==> config.mk <==
export PLATFORM = sky130hd
export DESIGN_NAME = dcache_data_arb_sched_flat
export DESIGN_NICKNAME = d
export VERILOG_FILES = /design/src/rtl/dcache_data_arb_sched_pkg.sv /design/src/rtl/dcache_data_arb_sched_if.sv /design/src/rtl/dcache_data_arb_sched_starve.sv /design/src/rtl/dcache_data_arb_sched.sv /design/src/flat_wrapper.sv
export SDC_FILE = /design/constraint.sdc
export NUM_CORES = 1
export LEC_CHECK = 0
export ABC_AREA = 1
export ABC_CLOCK_PERIOD_IN_PS = 3000
export CAP_MARGIN = 40
export CELL_PAD_IN_SITES_DETAIL_PLACEMENT = 0
export CELL_PAD_IN_SITES_GLOBAL_PLACEMENT = 1
export CORE_AREA = 4 4 179 181
export DETAILED_ROUTE_END_ITERATION = 16
export DIE_AREA = 0 0 183 185
export GPL_ROUTABILITY_DRIVEN = 0
export PLACE_DENSITY = 0.69
export SKIP_CTS_REPAIR_TIMING = 1
export SLEW_MARGIN = 20
export SYNTH_ARGS = -nofsm -noshare
export SYNTH_HDL_FRONTEND = slang
export SYNTH_HIERARCHICAL = 1
export SYNTH_SLANG_ARGS = --single-unit
==> constraint.sdc <==
create_clock -name clock -period 3 [get_ports clock]
set_clock_uncertainty 0.15 [all_clocks]
set_input_delay 0.9 -clock clock [delete_from_list [all_inputs] [get_ports clock]]
set_output_delay 0.9 -clock clock [all_outputs]
set_load 0.02 [all_outputs]
==> src/rtl/dcache_data_arb_sched_pkg.sv <==
// Shared definitions for the DCache data-array scheduler: requester roles,
// FSM encoding and the per-requester request record.
package dcache_arb_pkg;

  localparam int REQ_PIPE   = 0;
  localparam int REQ_REFILL = 1;
  localparam int REQ_WB     = 2;
  localparam int REQ_PROBE  = 3;

  localparam int DEF_ADDR_W = 12;
  localparam int DEF_DATA_W = 64;
  localparam int DEF_ECC_W  = 8;
  localparam int DEF_WAYS   = 4;

  localparam logic [0:0] ST_IDLE   = 1'b0;
  localparam logic [0:0] ST_LOCKED = 1'b1;

  typedef enum logic [0:0] {IDLE = ST_IDLE, LOCKED = ST_LOCKED} state_e;

  typedef struct packed {
    logic [DEF_ADDR_W-1:0] addr;
    logic                  write;
    logic [DEF_DATA_W-1:0] wdata;
    logic [DEF_ECC_W-1:0]  eccMask;
    logic [DEF_WAYS-1:0]   way_en;
  } req_t;

endpackage

==> src/rtl/dcache_data_arb_sched_if.sv <==
// Requester-side and array-side bundle of the data-array scheduler.
interface dcache_data_arb_sched_if #(
  parameter int N_REQ  = 4,
  parameter int ADDR_W = 12,
  parameter int DATA_W = 64,
  parameter int WAYS   = 4,
  parameter int BEAT_W = 3
);
  logic [N_REQ-1:0]        io_in_valid;
  logic [N_REQ-1:0]        io_in_ready;
  logic [N_REQ*ADDR_W-1:0] io_in_bits_addr;
  logic [N_REQ-1:0]        io_in_bits_write;
  logic [N_REQ*DATA_W-1:0] io_in_bits_wdata;
  logic [N_REQ*8-1:0]      io_in_bits_eccMask;
  logic [N_REQ*WAYS-1:0]   io_in_bits_way_en;
  logic                    io_out_valid;
  logic                    io_out_ready;
  logic [ADDR_W-1:0]       io_out_bits_addr;
  logic                    io_out_bits_write;
  logic [DATA_W-1:0]       io_out_bits_wdata;
  logic [7:0]              io_out_bits_eccMask;
  logic [WAYS-1:0]         io_out_bits_way_en;
  logic                    io_lock_valid;
  logic [1:0]              io_lock_owner;
  logic [BEAT_W-1:0]       io_beat;

  modport master (
    output io_in_valid, io_in_bits_addr, io_in_bits_write, io_in_bits_wdata,
           io_in_bits_eccMask, io_in_bits_way_en, io_out_ready,
    input  io_in_ready, io_out_valid, io_out_bits_addr, io_out_bits_write,
           io_out_bits_wdata, io_out_bits_eccMask, io_out_bits_way_en,
           io_lock_valid, io_lock_owner, io_beat
  );

  modport slave (
    input  io_in_valid, io_in_bits_addr, io_in_bits_write, io_in_bits_wdata,
           io_in_bits_eccMask, io_in_bits_way_en, io_out_ready,
    output io_in_ready, io_out_valid, io_out_bits_addr, io_out_bits_write,
           io_out_bits_wdata, io_out_bits_eccMask, io_out_bits_way_en,
           io_lock_valid, io_lock_owner, io_beat
  );
endinterface

==> src/rtl/dcache_data_arb_sched_starve.sv <==
// Per-requester starvation counter: counts consecutive denied cycles and
// raises promote once the limit is reached.
module dcache_starve_ctr #(
  parameter  int STARVE_LIMIT = 16,
  localparam int CW           = $clog2(STARVE_LIMIT) + 1
) (
  input  logic clock,
  input  logic reset,
  input  logic en,
  input  logic valid,
  input  logic fire,
  output logic promote
);
  localparam logic [CW-1:0] LIMIT = CW'(STARVE_LIMIT);

  logic [CW-1:0] cnt_q, cnt_d;

  // en is the array-side ready: a stalled array freezes all scheduler state
  always_comb begin
    cnt_d = cnt_q;
    if (en) begin
      if (!valid || fire)    cnt_d = '0;
      else if (cnt_q < LIMIT) cnt_d = cnt_q + 1'b1;
    end
  end

  always_ff @(posedge clock or negedge reset) begin
    if (!reset) cnt_q <= '0;
    else        cnt_q <= cnt_d;
  end

  assign promote = (cnt_q >= LIMIT);
endmodule

==> src/rtl/dcache_data_arb_sched.sv <==
// Data-array port scheduler: fixed priority with refill/writeback burst
// locking and starvation promotion; grant is combinational.
module dcache_data_arb_sched
  import dcache_arb_pkg::*;
#(
  parameter  int N_REQ        = 4,
  parameter  int ADDR_W       = 12,
  parameter  int DATA_W       = 64,
  parameter  int WAYS         = 4,
  parameter  int BEATS        = 8,
  parameter  int STARVE_LIMIT = 16,
  localparam int BEAT_W       = (BEATS > 1) ? $clog2(BEATS) : 1
) (
  input  logic                     clock,
  input  logic                     reset,
  dcache_data_arb_sched_if.slave   io
);
  localparam logic [BEAT_W-1:0] LAST_BEAT = BEAT_W'(BEATS - 1);

  logic [N_REQ-1:0][ADDR_W-1:0] in_addr;
  logic [N_REQ-1:0][DATA_W-1:0] in_wdata;
  logic [N_REQ-1:0][7:0]        in_ecc;
  logic [N_REQ-1:0][WAYS-1:0]   in_way;
  logic [N_REQ-1:0]             valid, grant, ready, fire, promoted;
  logic [1:0]                   gidx;
  logic                         found, out_fire;

  logic [0:0]        state_q, state_d;
  logic [1:0]        owner_q, owner_d;
  logic [BEAT_W-1:0] beat_q, beat_d;

  assign in_addr  = io.io_in_bits_addr;
  assign in_wdata = io.io_in_bits_wdata;
  assign in_ecc   = io.io_in_bits_eccMask;
  assign in_way   = io.io_in_bits_way_en;
  assign valid    = io.io_in_valid;

  // Grant: owner only while locked, else promoted-first then fixed priority
  always_comb begin
    grant = '0;
    gidx  = '0;
    found = 1'b0;
    if (state_q == ST_LOCKED) begin
      gidx        = owner_q;
      grant[gidx] = valid[gidx];
    end else begin
      for (int i = 1; i < N_REQ; i++)
        if (!found && promoted[i] && valid[i]) begin found = 1'b1; gidx = 2'(i); end
      for (int i = 0; i < N_REQ; i++)
        if (!found && valid[i]) begin found = 1'b1; gidx = 2'(i); end
      grant[gidx] = found;
    end
  end

  assign ready    = grant & {N_REQ{io.io_out_ready}};
  assign fire     = valid & ready;
  assign out_fire = |fire;

  assign promoted[REQ_PIPE] = 1'b0;
  for (genvar i = 1; i < N_REQ; i++) begin : g_starve
    dcache_starve_ctr #(.STARVE_LIMIT(STARVE_LIMIT)) u_ctr (
      .clock   (clock),
      .reset   (reset),
      .en      (io.io_out_ready),
      .valid   (valid[i]),
      .fire    (fire[i]),
      .promote (promoted[i])
    );
  end

  always_comb begin
    state_d = state_q;
    owner_d = owner_q;
    beat_d  = beat_q;
    if (out_fire) begin
      if (state_q == ST_IDLE) begin
        if (BEATS > 1 && (gidx == 2'(REQ_REFILL) || gidx == 2'(REQ_WB))) begin
          state_d = ST_LOCKED;
          owner_d = gidx;
          beat_d  = BEAT_W'(1);
        end
      end else if (beat_q == LAST_BEAT) begin
        state_d = ST_IDLE;
        beat_d  = '0;
      end else begin
        beat_d  = beat_q + 1'b1;
      end
    end
  end

  always_ff @(posedge clock or negedge reset) begin
    if (!reset) begin
      state_q <= ST_IDLE;
      owner_q <= '0;
      beat_q  <= '0;
    end else begin
      state_q <= state_d;
      owner_q <= owner_d;
      beat_q  <= beat_d;
    end
  end

  assign io.io_in_ready         = ready;
  assign io.io_out_valid        = |grant;
  assign io.io_out_bits_addr    = in_addr[gidx];
  assign io.io_out_bits_write   = io.io_in_bits_write[gidx];
  assign io.io_out_bits_wdata   = in_wdata[gidx];
  assign io.io_out_bits_eccMask = in_ecc[gidx];
  assign io.io_out_bits_way_en  = in_way[gidx];
  assign io.io_lock_valid       = (state_q == ST_LOCKED);
  assign io.io_lock_owner       = owner_q;
  assign io.io_beat             = beat_q;
endmodule

==> src/flat_wrapper.sv <==
// flat-port wrapper written by rule: the top's interface ports become plain ports
module dcache_data_arb_sched_flat import dcache_arb_pkg::*;
#(
  parameter  int N_REQ        = 4,
  parameter  int ADDR_W       = 12,
  parameter  int DATA_W       = 64,
  parameter  int WAYS         = 4,
  parameter  int BEATS        = 8,
  parameter  int STARVE_LIMIT = 16,
  localparam int BEAT_W       = (BEATS > 1) ? $clog2(BEATS) : 1
)
  (clock, reset, io_io_in_valid, io_io_in_bits_addr, io_io_in_bits_write, io_io_in_bits_wdata, io_io_in_bits_eccMask, io_io_in_bits_way_en, io_io_out_ready, io_io_in_ready, io_io_out_valid, io_io_out_bits_addr, io_io_out_bits_write, io_io_out_bits_wdata, io_io_out_bits_eccMask, io_io_out_bits_way_en, io_io_lock_valid, io_io_lock_owner, io_io_beat);
  dcache_data_arb_sched_if #(.N_REQ(N_REQ), .ADDR_W(ADDR_W), .DATA_W(DATA_W), .WAYS(WAYS), .BEAT_W(3)) io_i ();
  input  logic clock;
  input  logic reset;
  input wire logic [$bits(io_i.io_in_valid)-1:0] io_io_in_valid;
  input wire logic [$bits(io_i.io_in_bits_addr)-1:0] io_io_in_bits_addr;
  input wire logic [$bits(io_i.io_in_bits_write)-1:0] io_io_in_bits_write;
  input wire logic [$bits(io_i.io_in_bits_wdata)-1:0] io_io_in_bits_wdata;
  input wire logic [$bits(io_i.io_in_bits_eccMask)-1:0] io_io_in_bits_eccMask;
  input wire logic [$bits(io_i.io_in_bits_way_en)-1:0] io_io_in_bits_way_en;
  input wire logic [$bits(io_i.io_out_ready)-1:0] io_io_out_ready;
  output wire logic [$bits(io_i.io_in_ready)-1:0] io_io_in_ready;
  output wire logic [$bits(io_i.io_out_valid)-1:0] io_io_out_valid;
  output wire logic [$bits(io_i.io_out_bits_addr)-1:0] io_io_out_bits_addr;
  output wire logic [$bits(io_i.io_out_bits_write)-1:0] io_io_out_bits_write;
  output wire logic [$bits(io_i.io_out_bits_wdata)-1:0] io_io_out_bits_wdata;
  output wire logic [$bits(io_i.io_out_bits_eccMask)-1:0] io_io_out_bits_eccMask;
  output wire logic [$bits(io_i.io_out_bits_way_en)-1:0] io_io_out_bits_way_en;
  output wire logic [$bits(io_i.io_lock_valid)-1:0] io_io_lock_valid;
  output wire logic [$bits(io_i.io_lock_owner)-1:0] io_io_lock_owner;
  output wire logic [$bits(io_i.io_beat)-1:0] io_io_beat;
  assign io_i.io_in_valid = io_io_in_valid;
  assign io_i.io_in_bits_addr = io_io_in_bits_addr;
  assign io_i.io_in_bits_write = io_io_in_bits_write;
  assign io_i.io_in_bits_wdata = io_io_in_bits_wdata;
  assign io_i.io_in_bits_eccMask = io_io_in_bits_eccMask;
  assign io_i.io_in_bits_way_en = io_io_in_bits_way_en;
  assign io_i.io_out_ready = io_io_out_ready;
  assign io_io_in_ready = io_i.io_in_ready;
  assign io_io_out_valid = io_i.io_out_valid;
  assign io_io_out_bits_addr = io_i.io_out_bits_addr;
  assign io_io_out_bits_write = io_i.io_out_bits_write;
  assign io_io_out_bits_wdata = io_i.io_out_bits_wdata;
  assign io_io_out_bits_eccMask = io_i.io_out_bits_eccMask;
  assign io_io_out_bits_way_en = io_i.io_out_bits_way_en;
  assign io_io_lock_valid = io_i.io_lock_valid;
  assign io_io_lock_owner = io_i.io_lock_owner;
  assign io_io_beat = io_i.io_beat;
  dcache_data_arb_sched #(.N_REQ(N_REQ), .ADDR_W(ADDR_W), .DATA_W(DATA_W), .WAYS(WAYS), .BEATS(BEATS), .STARVE_LIMIT(STARVE_LIMIT)) u_core (.clock(clock), .reset(reset), .io(io_i));
endmodule
== After elaboration in Yosys (flattened, before gate mapping) ==
Cells that the tools add are included.

* Eq/ne operators: 3
* Order comparisons: 11
* Bitwise operators: 5
* Muxes and demuxes: 52
* $add $sub $neg: 4
* Reductions and logical operators: 35

{| class="wikitable"
|+ Operator list
! operator !! count
|-
| $bmux W64 S2 || 1
|-
| $mux W64 || 1
|-
| $mux W5 || 6
|-
| $bmux W12 S2 || 1
|-
| $mux W1 || 22
|-
| $and A4 B4 Y4 || 4
|-
| $bmux W8 S2 || 1
|-
| $mux W2 || 8
|-
| $add A5 B1 Y5 const B || 3
|-
| $ge A5 B5 Y1 const B || 3
|-
| $lt A5 B5 Y1 const B || 3
|-
| $mux W12 || 1
|-
| $logic_and A1 B1 Y1 || 11
|-
| $logic_not A1 Y1 || 9
|-
| $lt A2 B3 Y1 const B || 3
|-
| $mux W3 || 3
|-
| $bmux W4 S2 || 1
|-
| $mux W4 || 2
|-
| $mux W8 || 1
|-
| $reduce_and A2 Y1 || 4
|-
| $reduce_bool A2 Y1 || 4
|-
| $reduce_or A4 Y1 || 2
|-
| $bmux W1 S2 || 2
|-
| $demux W1 S2 || 2
|-
| other kinds (8) || 12
|}

* Logic and storage cells: 116
* Flip-flop bits (word level): 21
* Output and inout port bits: 100

== Depth between registers and ports, before layout ==
* Word-level depth: 41
* Gate-level depth with buffers: 14
* Gate-level depth less buffers: 13

== Modules after synthesis ==
The synthesis kept the hierarchy.

{| class="wikitable"
|+ Modules (own cells, without submodules)
! module !! cells an instance !! area an instance (um^2) !! times used !! seq. area each (um^2)
|-
| dcache_data_arb_sched || 599 || 3104.2 || 1 || 150.1
|-
| dcache_starve_ctr || 38 || 296.5 || 3 || 125.1
|}

== Worst setup path before layout ==
No wires, ideal clock.

* Path type: input-to-output
* From: input io_io_in_valid[2]
* To: output io_io_out_bits_wdata[54]
* Path slack: -416 ps
* Arrival time: 2366 ps
* Cell stages on the path: 11
* Buffers on the path: 2
* Cell sequence: nand2_1 nand2_1 nor2_4 nand4_2 nand3_2 nand2_2 nand2_4 buf_2 buf_4 o21ai_0 o22ai_1

* Longest elaborated chain between the ends: 27
* Elaborated cells on any way between the ends: 32

{| class="wikitable"
|+ RTL lines
! element !! RTL line !! text
|-
| start: declaration || flat_wrapper.sv:16 || <nowiki>input wire logic [$bits(io_i.io_in_valid)-1:0] io_io_in_valid;</nowiki>
|-
| $logic_and A1 B1 Y1 || dcache_data_arb_sched.sv:48 || <nowiki>if (!found && promoted[i] && valid[i]) begin found = 1'b1; gidx = 2'(i); end</nowiki>
|-
| $mux W1 || dcache_data_arb_sched.sv:48 ||
|-
| $mux W1 || dcache_data_arb_sched.sv:43 || <nowiki>if (state_q == ST_LOCKED) begin</nowiki>
|-
| $logic_not A1 Y1 || dcache_data_arb_sched.sv:48 ||
|-
| $logic_and A1 B1 Y1 (2 in a row) || dcache_data_arb_sched.sv:48 ||
|-
| $mux W1 || dcache_data_arb_sched.sv:48 ||
|-
| $mux W1 || dcache_data_arb_sched.sv:43 ||
|-
| $logic_not A1 Y1 || dcache_data_arb_sched.sv:50 || <nowiki>if (!found && valid[i]) begin found = 1'b1; gidx = 2'(i); end</nowiki>
|-
| (+9 left out) || -- ||
|-
| $mux W1 || dcache_data_arb_sched.sv:50 ||
|-
| $mux W1 || dcache_data_arb_sched.sv:43 ||
|-
| $logic_not A1 Y1 || dcache_data_arb_sched.sv:50 ||
|-
| $logic_and A1 B1 Y1 || dcache_data_arb_sched.sv:50 ||
|-
| $mux W2 (*) || dcache_data_arb_sched.sv:50 ||
|-
| $mux W2 (*) (2 in a row) || dcache_data_arb_sched.sv:43 ||
|-
| $bmux W64 S2 (*) || dcache_data_arb_sched.sv:107 || <nowiki>assign io.io_out_bits_wdata = in_wdata[gidx];</nowiki>
|-
| $mux W64 (implied by the code) (*) || dcache_data_arb_sched.sv:107 ||
|-
| end: declaration || flat_wrapper.sv:27 || <nowiki>output wire logic [$bits(io_i.io_out_bits_wdata)-1:0] io_io_out_bits_wdata;</nowiki>
|}

Mark *: on every way between the ends. The rest lies on a longest branch, timed or not. The select of a mux whose other input is x is not followed.

== Worst setup path after layout ==
* From: input io_io_in_valid[3]
* To: output io_io_out_bits_wdata[51]

* Longest elaborated chain between the ends: 22
* Elaborated cells on any way between the ends: 26

{| class="wikitable"
|+ RTL lines
! element !! RTL line
|-
| $logic_and A1 B1 Y1 || dcache_data_arb_sched.sv:48
|-
| $mux W1 || dcache_data_arb_sched.sv:48
|-
| $mux W1 || dcache_data_arb_sched.sv:43
|-
| $logic_not A1 Y1 || dcache_data_arb_sched.sv:50
|-
| $logic_and A1 B1 Y1 || dcache_data_arb_sched.sv:50
|-
| $mux W1 || dcache_data_arb_sched.sv:50
|-
| $mux W1 || dcache_data_arb_sched.sv:43
|-
| $logic_not A1 Y1 || dcache_data_arb_sched.sv:50
|-
| (+5 left out) || --
|-
| $mux W1 || dcache_data_arb_sched.sv:50
|-
| $mux W1 || dcache_data_arb_sched.sv:43
|-
| $logic_not A1 Y1 || dcache_data_arb_sched.sv:50
|-
| $logic_and A1 B1 Y1 || dcache_data_arb_sched.sv:50
|-
| $mux W2 (*) || dcache_data_arb_sched.sv:50
|-
| $mux W2 (*) (2 in a row) || dcache_data_arb_sched.sv:43
|-
| $bmux W64 S2 (*) || dcache_data_arb_sched.sv:107
|-
| $mux W64 (implied by the code) (*) || dcache_data_arb_sched.sv:107
|}

Marks and branches as above.

==> impl_metrics.ini <==
[floorplanning]
io_pins = 463
dieHeight_um = 185
fp.dieW_um = 183
floorplan.core_area_mm2 = 0.0304
std_cell_rows = 64
initial_core_util = 0.131
fp.dieArea_mm2 = 0.0339

[synthesis]
netlist_instances = 713
synth_seq_area_share = 0.132
yosysWarnings = 6
post_synth_main_area_contributors = o21ai_0, nor2_1, o22ai_1
average_size_of_a_mapped_cell_um2 = 5.60
netlist.area_leader.share = 0.194
register_bit_total_from_synthesis = 21
synth_area_mm2 = 0.00399
postSynthNetCount = 1084
synth_top_area_cell = o21ai_0
post_synth_num_cell_types = 31

[timing]
count_of_final_max_slew_check_failures = 0
worst_slew_margin_rel = 0.722
rsz0062_at_grt = yes
timing.final.crit_share = 1.23
timing.fmax_mhz = 270
setup_tns_ps = -55990
setup_viol_count_final = 94
timing_worst_slew_pin_value_ps = 415
timing.final.crit_period_ps = 3700
finalHoldWorstSlack_ps = 377
setup_ws_ps = -701
final-hold-violation-count = 0

[route]
postRouteAntennaNets = 0
detail_route.first_pass.iterations = 5
wire_length_after_detailed_routing_um = 34000
drt_first_iter_violations = 306
post-route-drc-count = 0
routed_wire_length_per_instance_um = 20.5
via_per_inst = 4.43
route.vias.total = 7353

[power]
sequentialPowerShare = 0.028
peakVddDrop_v = 0.000530
sw_frac_of_total = 0.511
p_int_uw = 7080
pwr-share-comb = 0.951
power.net_switching_uw = 7380
clock_power_share = 0.021
leakage_uw = 0.00491
p_per_area_mw_per_mm2 = 1220

[cts]
root_buffer = clkbuf_16
cts_inserted_buffers = 3
clock_tree.htree_level_count = 1
insertion_delay_ps = 260
clkSinkCount = 21
clock_transition_at_path_regs_ps = 70
clk_path_buf_depth = 2
clock_tree_from_tritoncts = done

[place]
port_buffers = 462
placed_area_mm2 = 0.0104
detailedPlace.worstSlack_ps = -1670
hpwlAfterDp_um = 25000

[status]
violations = setup timing
status = finished with violations

[worst_setup_path]
timing_worst_setup_path_type = in2out
crit_fanout = 11
worst-endpoint-arrival_ps = 2650
timing.critical_path.from_type = input pin
cell_count_of_the_worst_reg_to_reg_path = 17
cp.required_ps = 1950
end_kind = output pin

[cells_and_area]
synthToLayoutAreaGrowth_pct = 197
fin_util = 0.389
num-nets-final = 1636
num_antenna_cells = 0
post_route_cells_drive_above_1_share = 0.376
final_area_mm2 = 0.0118

[grt]
grt_antenna_before_repair = 0
grt_pass1_wl_um = 42600
global_route.overflow_total = 0
grt_use_total = 0.159
first_global_vias = 7145
grt_max_degree = 63

[job]
max_cap_violations = 0

[worst_hold_path]
hold_depth = 2
holdCritPathClass = reg2reg
layer usage:
metal	GRT usage	share of wire
met4	0.0396	0.026
met3	0.0346	0.061
met1	0.196	0.41
met2	0.281	0.50
met5	0	0
cells in the mapped netlist (all sizes together):
library cell	instances
a21boi	1
nand4	4
o21bai	1
nor3	1
dfrtp	21
ha	8
a21oi	14
clkbuf	30
o21ai	186
nand3	27
inv	40
clkinv	1
nand2	65
nor2	193
o21a	1
o22ai	89
buf	31
cell families after synthesis:
group                    share of synthesized area
AO/OA/AOI/OAI                                0.407
AND/OR/NAND/NOR                              0.304
buffers and inverters                        0.132
flip-flops                                   0.132
adder cells (fa/ha/maj)                     0.0251
state kept, by name, indices dropped and copies added, names as in the netlist:
| signal | cells |
|---|---|
| u_core/io.io_beat | 3 |
| u_core/io.io_lock_owner | 2 |
| u_core/g_starve.u_ctr/cnt_q | 15 |
| u_core/io.io_lock_valid | 1 |
worst max-delay path, stage by stage:
cell     delay, ps
buf_8          110
buf_6          110
nand3_2         50
nand2_2         70
a21oi_4        140
nand2_4         90
o21ai_4        270
buf_12         170
buf_4          150
buf_12         130
o21ai_0         90
o22ai_2        200
buf_6          150
placed cells by master, fill, tap and decap left out, types with 2 or more instances in the layout:
master and n:
a21oi_1 11, a21oi_4 2, buf_12 15, buf_16 3, buf_2 5, buf_4 90
buf_6 95, buf_8 12, clkbuf_16 20, clkbuf_2 4, clkbuf_4 3, clkdlybuf4s50_1 364
dfrtp_1 21, ha_1 8, inv_1 34, inv_2 6, nand2_1 53, nand2_2 4
nand2_4 4, nand2_8 4, nand3_1 16, nand3_2 10, nand4_1 3, nor2_1 146
nor2_2 35, nor2_4 12, o21ai_0 60, o21ai_1 71, o21ai_2 44, o21ai_4 11
o22ai_2 79, o22ai_4 10
power by group through the flow:
stage	Combinational (uW)	Clock, uW	Sequential (uW)
floorplan	5940	0	450
global route	14500	318	416
global placement	11000	0	408
CTS	11000	306	405
finish	13800	301	405
detailed placement	11000	0	410
worst paths after layout:
kind | startpoint | slack, ps | to
max reg2reg | u_core/g_starve[3].u_ctr/cnt_q[4] | 460 | u_core/io.io_beat[2]
min | u_core/io.io_beat[2] | 380 | u_core/io.io_beat[2]
max | io_io_in_valid[3] | -700 | io_io_out_bits_wdata[51]
min reg2reg | u_core/io.io_beat[2] | 380 | u_core/io.io_beat[2]
max in group asynchronous | reset | 1620 | u_core/g_starve[1].u_ctr/cnt_q[4]
min in group asynchronous | reset | 850 | u_core/io.io_beat[2]
through the flow:
step           instances  total power, uW
2_1_floorplan        713             6390
3_3_place_gp        1599            11400
3_5_place_dp        1599            11400
4_1_cts             1603            11700
5_1_grt             1660            15300
6_report            1660            14500
final cells by class:
type                    instances  area (um2)
clock buffers                   3        75.1
multi-input cells             590        4140
well taps                     396         495
fillers                      3098       18600
clock inverters                 1        7.51
repair buffers                608        6440
flip-flops and latches         21         526
inverters                      41         154
Power figures use the tool's default switching activity.
